==> src/rtl/key_debouncer_pkg.sv <==
// Shared types and default constants for the pushbutton debouncer.
package key_debouncer_pkg;

    typedef enum logic [1:0] {
        ST_IDLE         = 2'd0,
        ST_PRESS_WAIT   = 2'd1,
        ST_HELD         = 2'd2,
        ST_RELEASE_WAIT = 2'd3
    } kd_state_e;

    localparam int DEFAULT_DEBOUNCE_CYCLES = 1000000;
    localparam int DEFAULT_CNT_WIDTH       = 20;

endpackage

==> src/rtl/sync2.sv <==
// Two-flop synchronizer for one asynchronous level; resets to the idle (high) level.
module sync2 (
    input  logic Clk,
    input  logic Resetn,
    input  logic async_i,
    output logic sync_o
);

    logic meta_q;
    logic sync_q;

    // Capture the raw input and re-register it to settle metastability.
    always_ff @(posedge Clk or negedge Resetn) begin
        if (!Resetn) begin
            meta_q <= 1'b1;
            sync_q <= 1'b1;
        end else begin
            meta_q <= async_i;
            sync_q <= meta_q;
        end
    end

    assign sync_o = sync_q;

endmodule

==> src/rtl/key_debouncer.sv <==
// Debounces an active-low pushbutton into a level, press/release strobes and a toggle.
module key_debouncer
    import key_debouncer_pkg::*;
#(
    parameter int DEBOUNCE_CYCLES = DEFAULT_DEBOUNCE_CYCLES,
    parameter int CNT_WIDTH       = DEFAULT_CNT_WIDTH
) (
    input  logic Clk,
    input  logic Resetn,
    input  logic KEY_n,
    output logic Pressed,
    output logic Press_pulse,
    output logic Release_pulse,
    output logic Toggle
);

    localparam logic [CNT_WIDTH-1:0] CNT_LAST = CNT_WIDTH'(DEBOUNCE_CYCLES - 1);

    logic           key_s;
    kd_state_e      state_q, state_d;
    logic [CNT_WIDTH-1:0] cnt_q, cnt_d;
    logic           press_evt_s;
    logic           release_evt_s;
    logic           pressed_q;
    logic           press_pulse_q;
    logic           release_pulse_q;
    logic           toggle_q;

    sync2 u_sync2 (
        .Clk     (Clk),
        .Resetn  (Resetn),
        .async_i (KEY_n),
        .sync_o  (key_s)
    );

    // Next-state and counter logic; the counter restarts on every state entry.
    always_comb begin
        state_d       = state_q;
        cnt_d         = cnt_q;
        press_evt_s   = 1'b0;
        release_evt_s = 1'b0;
        case (state_q)
            ST_IDLE: begin
                if (!key_s) begin
                    state_d = ST_PRESS_WAIT;
                    cnt_d   = '0;
                end else begin
                    state_d = ST_IDLE;
                end
            end
            ST_PRESS_WAIT: begin
                if (key_s) begin
                    state_d = ST_IDLE;
                    cnt_d   = '0;
                end else if (cnt_q == CNT_LAST) begin
                    state_d     = ST_HELD;
                    cnt_d       = '0;
                    press_evt_s = 1'b1;
                end else begin
                    cnt_d = cnt_q + {{(CNT_WIDTH-1){1'b0}}, 1'b1};
                end
            end
            ST_HELD: begin
                if (key_s) begin
                    state_d = ST_RELEASE_WAIT;
                    cnt_d   = '0;
                end else begin
                    state_d = ST_HELD;
                end
            end
            ST_RELEASE_WAIT: begin
                if (!key_s) begin
                    state_d = ST_HELD;
                    cnt_d   = '0;
                end else if (cnt_q == CNT_LAST) begin
                    state_d       = ST_IDLE;
                    cnt_d         = '0;
                    release_evt_s = 1'b1;
                end else begin
                    cnt_d = cnt_q + {{(CNT_WIDTH-1){1'b0}}, 1'b1};
                end
            end
            default: begin
                state_d = ST_IDLE;
                cnt_d   = '0;
            end
        endcase
    end

    // FSM state, counter and registered outputs derived from the transition taken.
    always_ff @(posedge Clk or negedge Resetn) begin
        if (!Resetn) begin
            state_q         <= ST_IDLE;
            cnt_q           <= '0;
            pressed_q       <= 1'b0;
            press_pulse_q   <= 1'b0;
            release_pulse_q <= 1'b0;
            toggle_q        <= 1'b0;
        end else begin
            state_q         <= state_d;
            cnt_q           <= cnt_d;
            pressed_q       <= (state_d == ST_HELD) || (state_d == ST_RELEASE_WAIT);
            press_pulse_q   <= press_evt_s;
            release_pulse_q <= release_evt_s;
            toggle_q        <= toggle_q ^ press_evt_s;
        end
    end

    assign Pressed       = pressed_q;
    assign Press_pulse   = press_pulse_q;
    assign Release_pulse = release_pulse_q;
    assign Toggle        = toggle_q;

endmodule

==> config.mk <==
export PLATFORM = sky130hd
export DESIGN_NAME = key_debouncer
export DESIGN_NICKNAME = d
export VERILOG_FILES = /design/src/rtl/key_debouncer_pkg.sv /design/src/rtl/sync2.sv /design/src/rtl/key_debouncer.sv
export SDC_FILE = /design/constraint.sdc
export NUM_CORES = 1
export LEC_CHECK = 0
export ABC_AREA = 1
export BUFFER_PORTS_ARGS = -buffer_cell sky130_fd_sc_hd__buf_2
export CAP_MARGIN = 20
export CORE_MARGIN = 1
export CORE_UTILIZATION = 51
export DETAILED_ROUTE_END_ITERATION = 10
export PLACE_DENSITY = 0.79
export SETUP_SLACK_MARGIN = 0.3
export SLEW_MARGIN = 20
export SYNTH_ARGS = -nofsm -noshare
export SYNTH_HDL_FRONTEND = slang
export SYNTH_SLANG_ARGS = --single-unit
==> constraint.sdc <==
create_clock -name Clk -period 1.57 [get_ports Clk]
set_input_delay 0.314 -clock Clk [delete_from_list [all_inputs] [get_ports Clk]]
set_output_delay 0.314 -clock Clk [all_outputs]
set_load 0.1 [all_outputs]
==> results.ini, run 1 <==
[run_status]
status=complete, no violations

[synth]
syn_inst=232
syn_area_um2=1690
postSynthAreaPerCell_um2=7.26
ys_warn_count=0
yosys.area.top_type=dfrtp_1
synth_flop_cell=dfrtp_1
ys_top_cells_by_count=75 x nand2_1, 33 x nor2_1, 26 x dfrtp_1
synth_nets=236
synth_area_leaders=dfrtp_1 39%, nand2_1 17%, nor2_1 7.3%, inv_1 5.6%, nand3_1 5.3%
synthArstFlopShare=1.00
yosysMostFrequentCell=nand2_1
yosysTopAreaCellShare=0.386
synth.distinct_cells=26
ys_ff_latch=28
synth_seq_area_share=0.417
synth-edff-count=0

[floorplanning]
fp-row-count=20
dieArea_um2=3540
die-height_um=59.5
core_um2=3100
die_x_um=59.5
ioPinCount=7
start_util=0.543

[critical_path]
slowest_delay_ns=0.45
r2r_cells=8
worst_ep_arrival_time_ns=1.71
cp_max_fo=8
cp_common_cell=nor2_2
rrSetupSlack_ns=0.13
cp_slowest_cell=dfrtp_1
reg2reg_to=cnt_q[15]$_DFFE_PN0P_
path_class=reg -> reg
cp.required_ns=1.84
crit-reg2reg-launch=cnt_q[1]$_DFFE_PN0P_
crit_path_start=cnt_q[1]$_DFFE_PN0P_
critPathCaptureType=register
critPathLaunchType=register
worstPathCellList=ha_4 > nand3_4 > nor2_2 > nand2_2 > nor2_2 > nor2_4 > nand3_1 > nand2_1

[drt]
drt-total-wl_um=3900
wl_per_cell_um=12.8
via_per_inst=5.07
ant_nets=0
firstDrtPassIters=4
drt_first_iter_violations=65
remaining_drc_errors=0
vias=1541

[pwr]
clkPwrFrac=0.300
comb_power_share=0.070
p_sw_mw=0.267
power_density_nw_per_um2=563
power.internal_mw=0.906
p_sw_frac=0.228
pwr-share-seq=0.630
p_leak_nw=0.895
ir_drop_mv=0.324

[clock_network]
numCtsBuffers=3
worstSkewPairLatency_ns=0.33
clockRootBuffer=clkbuf_4
cts_tree=built
cts_num_sinks=28
clock_path_buffers=2
h-tree-depth=1
clk_pin_slew_ns=0.16

[timing]
tightest_slew_ns=0.605
skew_ns=0.0186
hold_viol=0
period_minus_slack_ns=1.44
finalSetupViolations=0
finalSetupTns_ns=0
rsz0062_at_grt=yes
fmax_mhz=693
setup_ws_ns=0.127
final_max_slew_viol_count=0
timing.slew.headroom=0.597
finalCritPeriodShare=0.919

[layout]
antennaDiodeCount=0
areaGrowthSynthToFinish_pct=23.7
design_area_um2=2080
drive_gt1_frac=0.242
final_util=0.672
layout.nets=265

[min_path]
min_to=u_sync2.meta_q$_DFF_PN1_
hold_class=in -> reg
min-delay-start=KEY_n
min_path_cells=1

[placed_design]
pre_cts_slack_ns=0.0200
postPlaceCellArea_um2=1860
hpwl_um=2790
port_buffers=6
gp_congestion=0.900

[global_routing]
grt_antenna_before_repair=0
grt_first_pass_wirelength_um=6680
grt_max_degree=29
grt_pass1_vias=1440
grt_usage=0.249
overflow=0

[run]
cap_violations=0

==> state kept, by name, summed over array words and instances (netlist names) <==
name / cells
u_sync2.sync_o: 1
u_sync2.meta_q: 1
Release_pulse: 1
Pressed: 1
cnt_q: 20
state_q: 2
Toggle: 1
Press_pulse: 1
==> cells by family (layout without fill, tap and decap cells) <==
group,after synthesis,count (layout),synth area share
AO/OA/AOI/OAI,21,21,0.0779
XOR/XNOR,8,8,0.0416
adder cells (fa/ha/maj),1,1,0.00742
buffers and inverters,29,57,0.0720
flip-flops,28,28,0.417
AND/OR/NAND/NOR,145,145,0.384
==> worst max-delay path: cells and delay by family, from the launching register on <==
kind	cells	cell delay, ns
flip-flops	1	0.45
adder cells (fa/ha/maj)	1	0.19
AND/OR/NAND/NOR	7	0.75
==> cell type report <==
class	instances	area, µm²
timing repair buffer	27	240
inverter	26	97.6
fill	261	1020
tap	44	55.1
sequential	28	707
clock buffer	4	36.3
multi-input combinational	175	948
==> worst max-delay path by stage <==
stage	to	slack, ns	depth (start not counted)
after floorplan	cnt_q[2]$_DFFE_PN0P_	0.24	7
after global placement	cnt_q[14]$_DFFE_PN0P_	0.08	8
after detailed placement	cnt_q[15]$_DFFE_PN0P_	0.02	8
after CTS	cnt_q[15]$_DFFE_PN0P_	0.14	8
after global routing	Press_pulse$_DFF_PN0_	0.05	6
final	cnt_q[15]$_DFFE_PN0P_	0.13	8
==> routing by layer <==
layer,routed length (µm),track usage,up-vias
li1,-,-,790
met1,1950,0.363,709
met2,1800,0.395,35
met3,105,0.0262,7
met4,46,0.0612,0
met5,0,0,-
==> power groups by stage <==
| stage | combinational [mW] | sequential (mW) | clock, mW |
|---|---|---|---|
| finish | 0.0823 | 0.740 | 0.352 |
| global route | 0.0927 | 0.741 | 0.390 |
| CTS | 0.0793 | 0.740 | 0.358 |
| detailed placement | 0.0623 | 0.755 | 0 |
| global placement | 0.0610 | 0.754 | 0 |
| floorplan | 0.0348 | 0.753 | 0 |
==> placed cells by master, fill, tap and decap left out, types with 2 or more instances in the layout <==
master and count:
nor2_1 22, buf_6 2, nand2_1 74, o21bai_1 2, inv_2 2, dfrtp_1 23
xor2_1 7, o22ai_1 6, nor2_2 12, nand4_1 5, nand3_4 2, dfstp_2 2
nor2_4 5, buf_12 2, nand3_1 18, clkbuf_4 3, buf_2 2, nand2_2 2
o21ai_1 5, dfrtp_2 3, buf_4 19, inv_1 24, o21ai_0 7
==> stage by stage <==
stage	power [mW]	hold WS (ns)	instances
detailed placement	0.817	0.351	290
global placement	0.815	0.346	290
floorplan	0.788	0.0184	232
global route	1.22	0.0490	304
CTS	1.18	0.0760	301
finish	1.17	0.0794	304
==> timing repair <==
item,4_1_cts,5_1_grt
pin swaps,3,6
endpoints found under the setup margin,30,30
endpoints found under the hold margin,13,0
gates resized for setup,15,17
setup buffers,6,3
hold buffers,1,0
Note: power is estimated with default switching activity, not from simulation.
==> inputs of run 2 (changes only) <==
--- a/config.mk
+++ b/config.mk
@@ -5,13 +5,14 @@
 export SDC_FILE = /design/constraint.sdc
 export NUM_CORES = 1
 export LEC_CHECK = 0
-export ABC_AREA = 1
+export ABC_AREA = 0
 export BUFFER_PORTS_ARGS = -buffer_cell sky130_fd_sc_hd__buf_2
 export CAP_MARGIN = 20
 export CORE_MARGIN = 1
 export CORE_UTILIZATION = 51
 export DETAILED_ROUTE_END_ITERATION = 10
-export PLACE_DENSITY = 0.79
+export PLACE_DENSITY = 0.7
+export REMOVE_ABC_BUFFERS = 1
 export SETUP_SLACK_MARGIN = 0.3
 export SLEW_MARGIN = 20
 export SYNTH_ARGS = -nofsm -noshare
==> results.ini, run 2 <==
[placed_design]
gp_congestion=0.934
postPlaceCellArea_um2=1850
pre_cts_slack_ns=-0.467
hpwl_um=2850
port_buffers=6
dpl.cell_count=239

[critical_path]
path_class=reg -> reg
critPathCaptureType=register
worst_ep_arrival_time_ns=2.22
cp_max_fo=4
cp.required_ns=1.81
critPathLaunchType=register

[layout]
drive_gt1_frac=0.498
antennaDiodeCount=0
areaGrowthSynthToFinish_pct=61.8
final_util=0.877
largest_register_ffs=20
layout.cells.non_filler=268
final_common_cell=buf_4
fillCellCount=122
design_area_um2=2420
layout.nets=242
reg.largest.list=cnt_q (20), state_q (2)
regMostFlops=cnt_q
most-common-layout-cells=55 x buf_4, 24 x dfrtp_1, 23 x nand2_1, 13 x buf_6, 11 x nor2_1

[clock_network]
clockRootBuffer=clkbuf_4
cts_tree=built
worstSkewPairLatency_ns=0.34
cts_num_sinks=28
h-tree-depth=1
clk_pin_slew_ns=0.15
numCtsBuffers=3
clock_path_buffers=2

[floorplanning]
die_x_um=56.1
dieArea_um2=3150
die-height_um=56.1
start_util=0.542
core_um2=2760
fp-row-count=19
ioPinCount=7

[timing]
fmax_mhz=504
setup_ws_ns=-0.413
finalSetupViolations=24
final_max_slew_viol_count=0
skew_ns=0.00174
hold_viol=0
period_minus_slack_ns=1.98
finalSetupTns_ns=-6.68
finalCritPeriodShare=1.26
timing.slew.headroom=0.596
rsz0062_at_grt=yes
tightest_slew_ns=0.607
whs_ns=0.0519

[pwr]
power_density_nw_per_um2=565
total_power_mw=1.37
ir_drop_mv=0.996
p_leak_nw=1.10

[run_status]
status=finished with violations
failed_checks=setup timing

[run]
cap_violations=0

[synth]
ys_warn_count=0
synth_area_leaders=dfrtp_1 44%, nand2_1 6.8%, mux2i_1 4.7%, nand4_1 4.2%, nand3_1 4.0%
synthArstFlopShare=1.00
ys_ff_latch=28
synth_flop_cell=dfrtp_1
postSynthAreaPerCell_um2=8.89
syn_area_um2=1490
ys_top_cells_by_count=27 x nand2_1, 26 x dfrtp_1, 15 x nor2_1
yosysMostFrequentCell=nand2_1
syn_inst=168
synth-edff-count=0
synth.distinct_cells=33
yosys.area.top_type=dfrtp_1
yosysTopAreaCellShare=0.436
synth_seq_area_share=0.471

[global_routing]
grt_usage=0.307
grt_first_pass_wirelength_um=7500
grt_max_degree=29
grt_antenna_before_repair=0
grt_pass1_vias=1614
overflow=0

[drt]
drt_first_iter_violations=171
drt-total-wl_um=5440
via_per_inst=6.46
ant_nets=0
wl_per_cell_um=20.3
firstDrtPassIters=7
vias=1730
remaining_drc_errors=0

[min_path]
hold_class=in -> reg

==> run 2: timing repair <==
action | CTS | global route
setup buffers | 5 | 17
endpoints found under the setup margin | 30 | 30
resized for setup | 44 | 36
hold endpoints to repair | 26 | 0
pin swaps | 22 | 13
hold buffers | 1 | 0
gates cloned | 2 | 0
==> run 2: where the power goes <==
part | switching [mW] | internal, mW
Sequential | 0.00853 | 0.732
Clock | 0.224 | 0.259
Combinational | 0.0757 | 0.0675
==> run 2: path summary, 6_finish.rpt <==
check,startpoint,to,slack [ns],cells after the start
setup / recovery,cnt_q[1]$_DFFE_PN0P_,cnt_q[14]$_DFFE_PN0P_,-0.41,9
setup reg to reg,cnt_q[1]$_DFFE_PN0P_,cnt_q[14]$_DFFE_PN0P_,-0.41,9
hold reg to reg,u_sync2.meta_q$_DFF_PN1_,u_sync2.sync_o$_DFF_PN1_,0.38,0
max in group asynchronous,Resetn,cnt_q[6]$_DFFE_PN0P_,0.66,2
min in group asynchronous,Resetn,cnt_q[11]$_DFFE_PN0P_,0.49,2
hold / removal,KEY_n,u_sync2.meta_q$_DFF_PN1_,0.05,1
==> run 2: kinds of logic after synthesis <==
logic type | count (synthesis) | synth area share
muxes | 8 | 0.0544
and+or+nand+nor | 87 | 0.291
adders and majority gates | 1 | 0.00837
DFF | 28 | 0.471
buffers and inverters | 16 | 0.0461
xor gates and xnor gates | 2 | 0.0117
AOI/OAI and AO/OA | 26 | 0.118
==> run 2: final cells by class <==
cell class / count / area (µm²) / area share
multi-input combinational: 125 / 942 / 0.390
sequential: 28 / 706 / 0.292
clock inverter: 1 / 30.0 / 0.0124
tap: 31 / 38.8 / 0.0160
clock buffer: 3 / 22.5 / 0.00932
timing repair buffer: 75 / 659 / 0.273
inverter: 5 / 18.8 / 0.00776
==> run 2: metal layers <==
| layer | GRT usage | part of all wire | vias up |
|---|---|---|---|
| met5 | 0 | 0 | - |
| met4 | 0.136 | 0.037 | 0 |
| met3 | 0.0465 | 0.075 | 31 |
| met2 | 0.503 | 0.50 | 111 |
| met1 | 0.402 | 0.39 | 839 |
| li1 | - | - | 749 |
==> run 2: worst max-delay path: stages, from the launching register on <==
cell and delay [ns]:
dfrtp_1 0.39, ha_2 0.20, buf_4 0.11, buf_6 0.09
nand4_1 0.13, buf_4 0.19, nor2_1 0.32, nand2_1 0.18
a21oi_4 0.17, mux2i_1 0.09
==> inputs of run 3 (changes only) <==
--- a/config.mk
+++ b/config.mk
@@ -6,12 +6,12 @@
 export NUM_CORES = 1
 export LEC_CHECK = 0
 export ABC_AREA = 0
-export BUFFER_PORTS_ARGS = -buffer_cell sky130_fd_sc_hd__buf_2
 export CAP_MARGIN = 20
 export CORE_MARGIN = 1
 export CORE_UTILIZATION = 51
 export DETAILED_ROUTE_END_ITERATION = 10
-export PLACE_DENSITY = 0.7
+export DONT_BUFFER_PORTS = 1
+export PLACE_DENSITY = 0.68
 export REMOVE_ABC_BUFFERS = 1
 export SETUP_SLACK_MARGIN = 0.3
 export SLEW_MARGIN = 20
==> results.ini, run 3 (synthesis gave the netlist of run 2 again) <==
[timing]
finalSetupTns_ns=-8.16
tightest_slew_ns=0.357
skew_ns=0.00653
hold_viol=0
fmax_mhz=477
whs_ns=0.370
final_max_slew_viol_count=0
finalCritPeriodShare=1.34
rsz0062_at_grt=yes
setup_ws_ns=-0.528
timing.slew.headroom=0.762
period_minus_slack_ns=2.10
finalSetupViolations=24

[drt]
via_per_inst=7.00
vias=1882
remaining_drc_errors=0
drt-total-wl_um=6740
wl_per_cell_um=25.1
firstDrtPassIters=5
drt_first_iter_violations=178
ant_nets=0

[floorplanning]
core_um2=2760
start_util=0.542
dieArea_um2=3150
die-height_um=56.1
fp-row-count=19
ioPinCount=7
die_x_um=56.1

[layout]
most-common-layout-cells=53 x buf_4, 25 x dfrtp_1, 21 x nand2_1, 16 x buf_6, 10 x nand4_1
drive_gt1_frac=0.529
areaGrowthSynthToFinish_pct=70.4
layout.nets=243
final_util=0.923
largest_register_ffs=20
layout.cells.non_filler=269
final_common_cell=buf_4
antennaDiodeCount=0
reg.largest.list=cnt_q (20), state_q (2)
regMostFlops=cnt_q

[critical_path]
r2r_cells=7
worstPathCellList=ha_4 > nand3_4 > or2_4 > o41a_1 > buf_6 > a21oi_1 > o21ai_1
path_class=reg -> reg
worst_ep_arrival_time_ns=2.37
critPathCaptureType=register
slowest_delay_ns=0.55
rrSetupSlack_ns=-0.53
cp.required_ns=1.84
critPathLaunchType=register
reg2reg_to=cnt_q[8]$_DFFE_PN0P_
cp_slowest_cell=o41a_1
cp_max_fo=7
crit-reg2reg-launch=cnt_q[0]$_DFFE_PN0P_

[global_routing]
grt_antenna_before_repair=0
grt_pass1_vias=1716
overflow=0
grt_max_degree=29
grt_first_pass_wirelength_um=8730
grt_usage=0.366

[min_path]
hold_class=in -> async

[clock_network]
clockRootBuffer=clkbuf_4
clk_pin_slew_ns=0.17
cts_num_sinks=28
cts_tree=built
worstSkewPairLatency_ns=0.36
numCtsBuffers=3
clock_path_buffers=2
h-tree-depth=1

[run_status]
status=finished with violations
failed_checks=setup timing

[pwr]
total_power_mw=1.43
p_leak_nw=1.18
power_density_nw_per_um2=561
ir_drop_mv=0.879

[run]
cap_violations=0

[placed_design]
dpl.cell_count=241
hpwl_um=2710
gp_congestion=0.887
port_buffers=0

==> run 3: cell count changes in the layout (fill, tap and decap cells not counted), sizes merged <==
cell | previous run | this run
dlygate4sd3 | 1 | 2
buf | 74 | 75
o41a | 2 | 1
==> run 3: repair_timing <==
action                                 CTS  global route
endpoints found under the hold margin   29             0
pin swaps                               33            16
hold buffers                             3             0
gates resized for setup                 56            40
buffers inserted                         9            10
setup endpoints to repair               30            30
gates cloned                             1             1
==> run 3: area by class of cell <==
type | instances | area (µm²)
Tap cell | 31 | 38.8
Sequential cell | 28 | 704
Clock inverter | 1 | 30.0
Timing Repair Buffer | 77 | 718
Multi-Input combinational cell | 124 | 1010
Fill cell | 99 | 211
Inverter | 5 | 18.8
Clock buffer | 3 | 22.5
==> run 3: through the flow <==
step / instance area [µm²] / worst slack (ns)
6_report: 2550 / -0.528
5_1_grt: 2550 / -0.595
4_1_cts: 2300 / -0.452
3_5_place_dp: 1880 / -0.442
3_3_place_gp: 1880 / -0.397
2_1_floorplan: 1440 / -0.578
==> run 3: layer usage <==
layer	global-route usage	vias to the layer above	routed length (µm)
met3	0.0512	62	566
met2	0.609	156	3180
met4	0.209	0	576
li1	-	746	-
met5	0	-	0
met1	0.453	918	2420
==> run 3: where the power goes <==
part	internal [mW]	leakage, nW	switching, mW
registers	0.732	0.379	0.0102
clock network	0.259	0.0279	0.256
logic	0.0807	0.770	0.0909
==> run 3: critical path, delay by kind of cell, from the launching register on <==
| kind | cells | cell delay [ns] |
|---|---|---|
| simple gates | 2 | 0.32 |
| flops | 1 | 0.44 |
| fa+ha+maj | 1 | 0.18 |
| buf+inv | 1 | 0.21 |
| compound gates | 3 | 0.87 |
==> run 3: how the worst max path moves through the flow <==
| stage | end | from | cells past startpoint | slack (ns) |
|---|---|---|---|---|
| after CTS | cnt_q[0]$_DFFE_PN0P_ | cnt_q[13]$_DFFE_PN0P_ | 4 | -0.45 |
| after floorplan | cnt_q[17]$_DFFE_PN0P_ | cnt_q[0]$_DFFE_PN0P_ | 6 | -0.58 |
| after global placement | cnt_q[0]$_DFFE_PN0P_ | cnt_q[0]$_DFFE_PN0P_ | 6 | -0.40 |
| after global routing | cnt_q[8]$_DFFE_PN0P_ | cnt_q[0]$_DFFE_PN0P_ | 7 | -0.59 |
| after detailed placement | cnt_q[0]$_DFFE_PN0P_ | cnt_q[0]$_DFFE_PN0P_ | 6 | -0.44 |
| final | cnt_q[8]$_DFFE_PN0P_ | cnt_q[0]$_DFFE_PN0P_ | 7 | -0.53 |
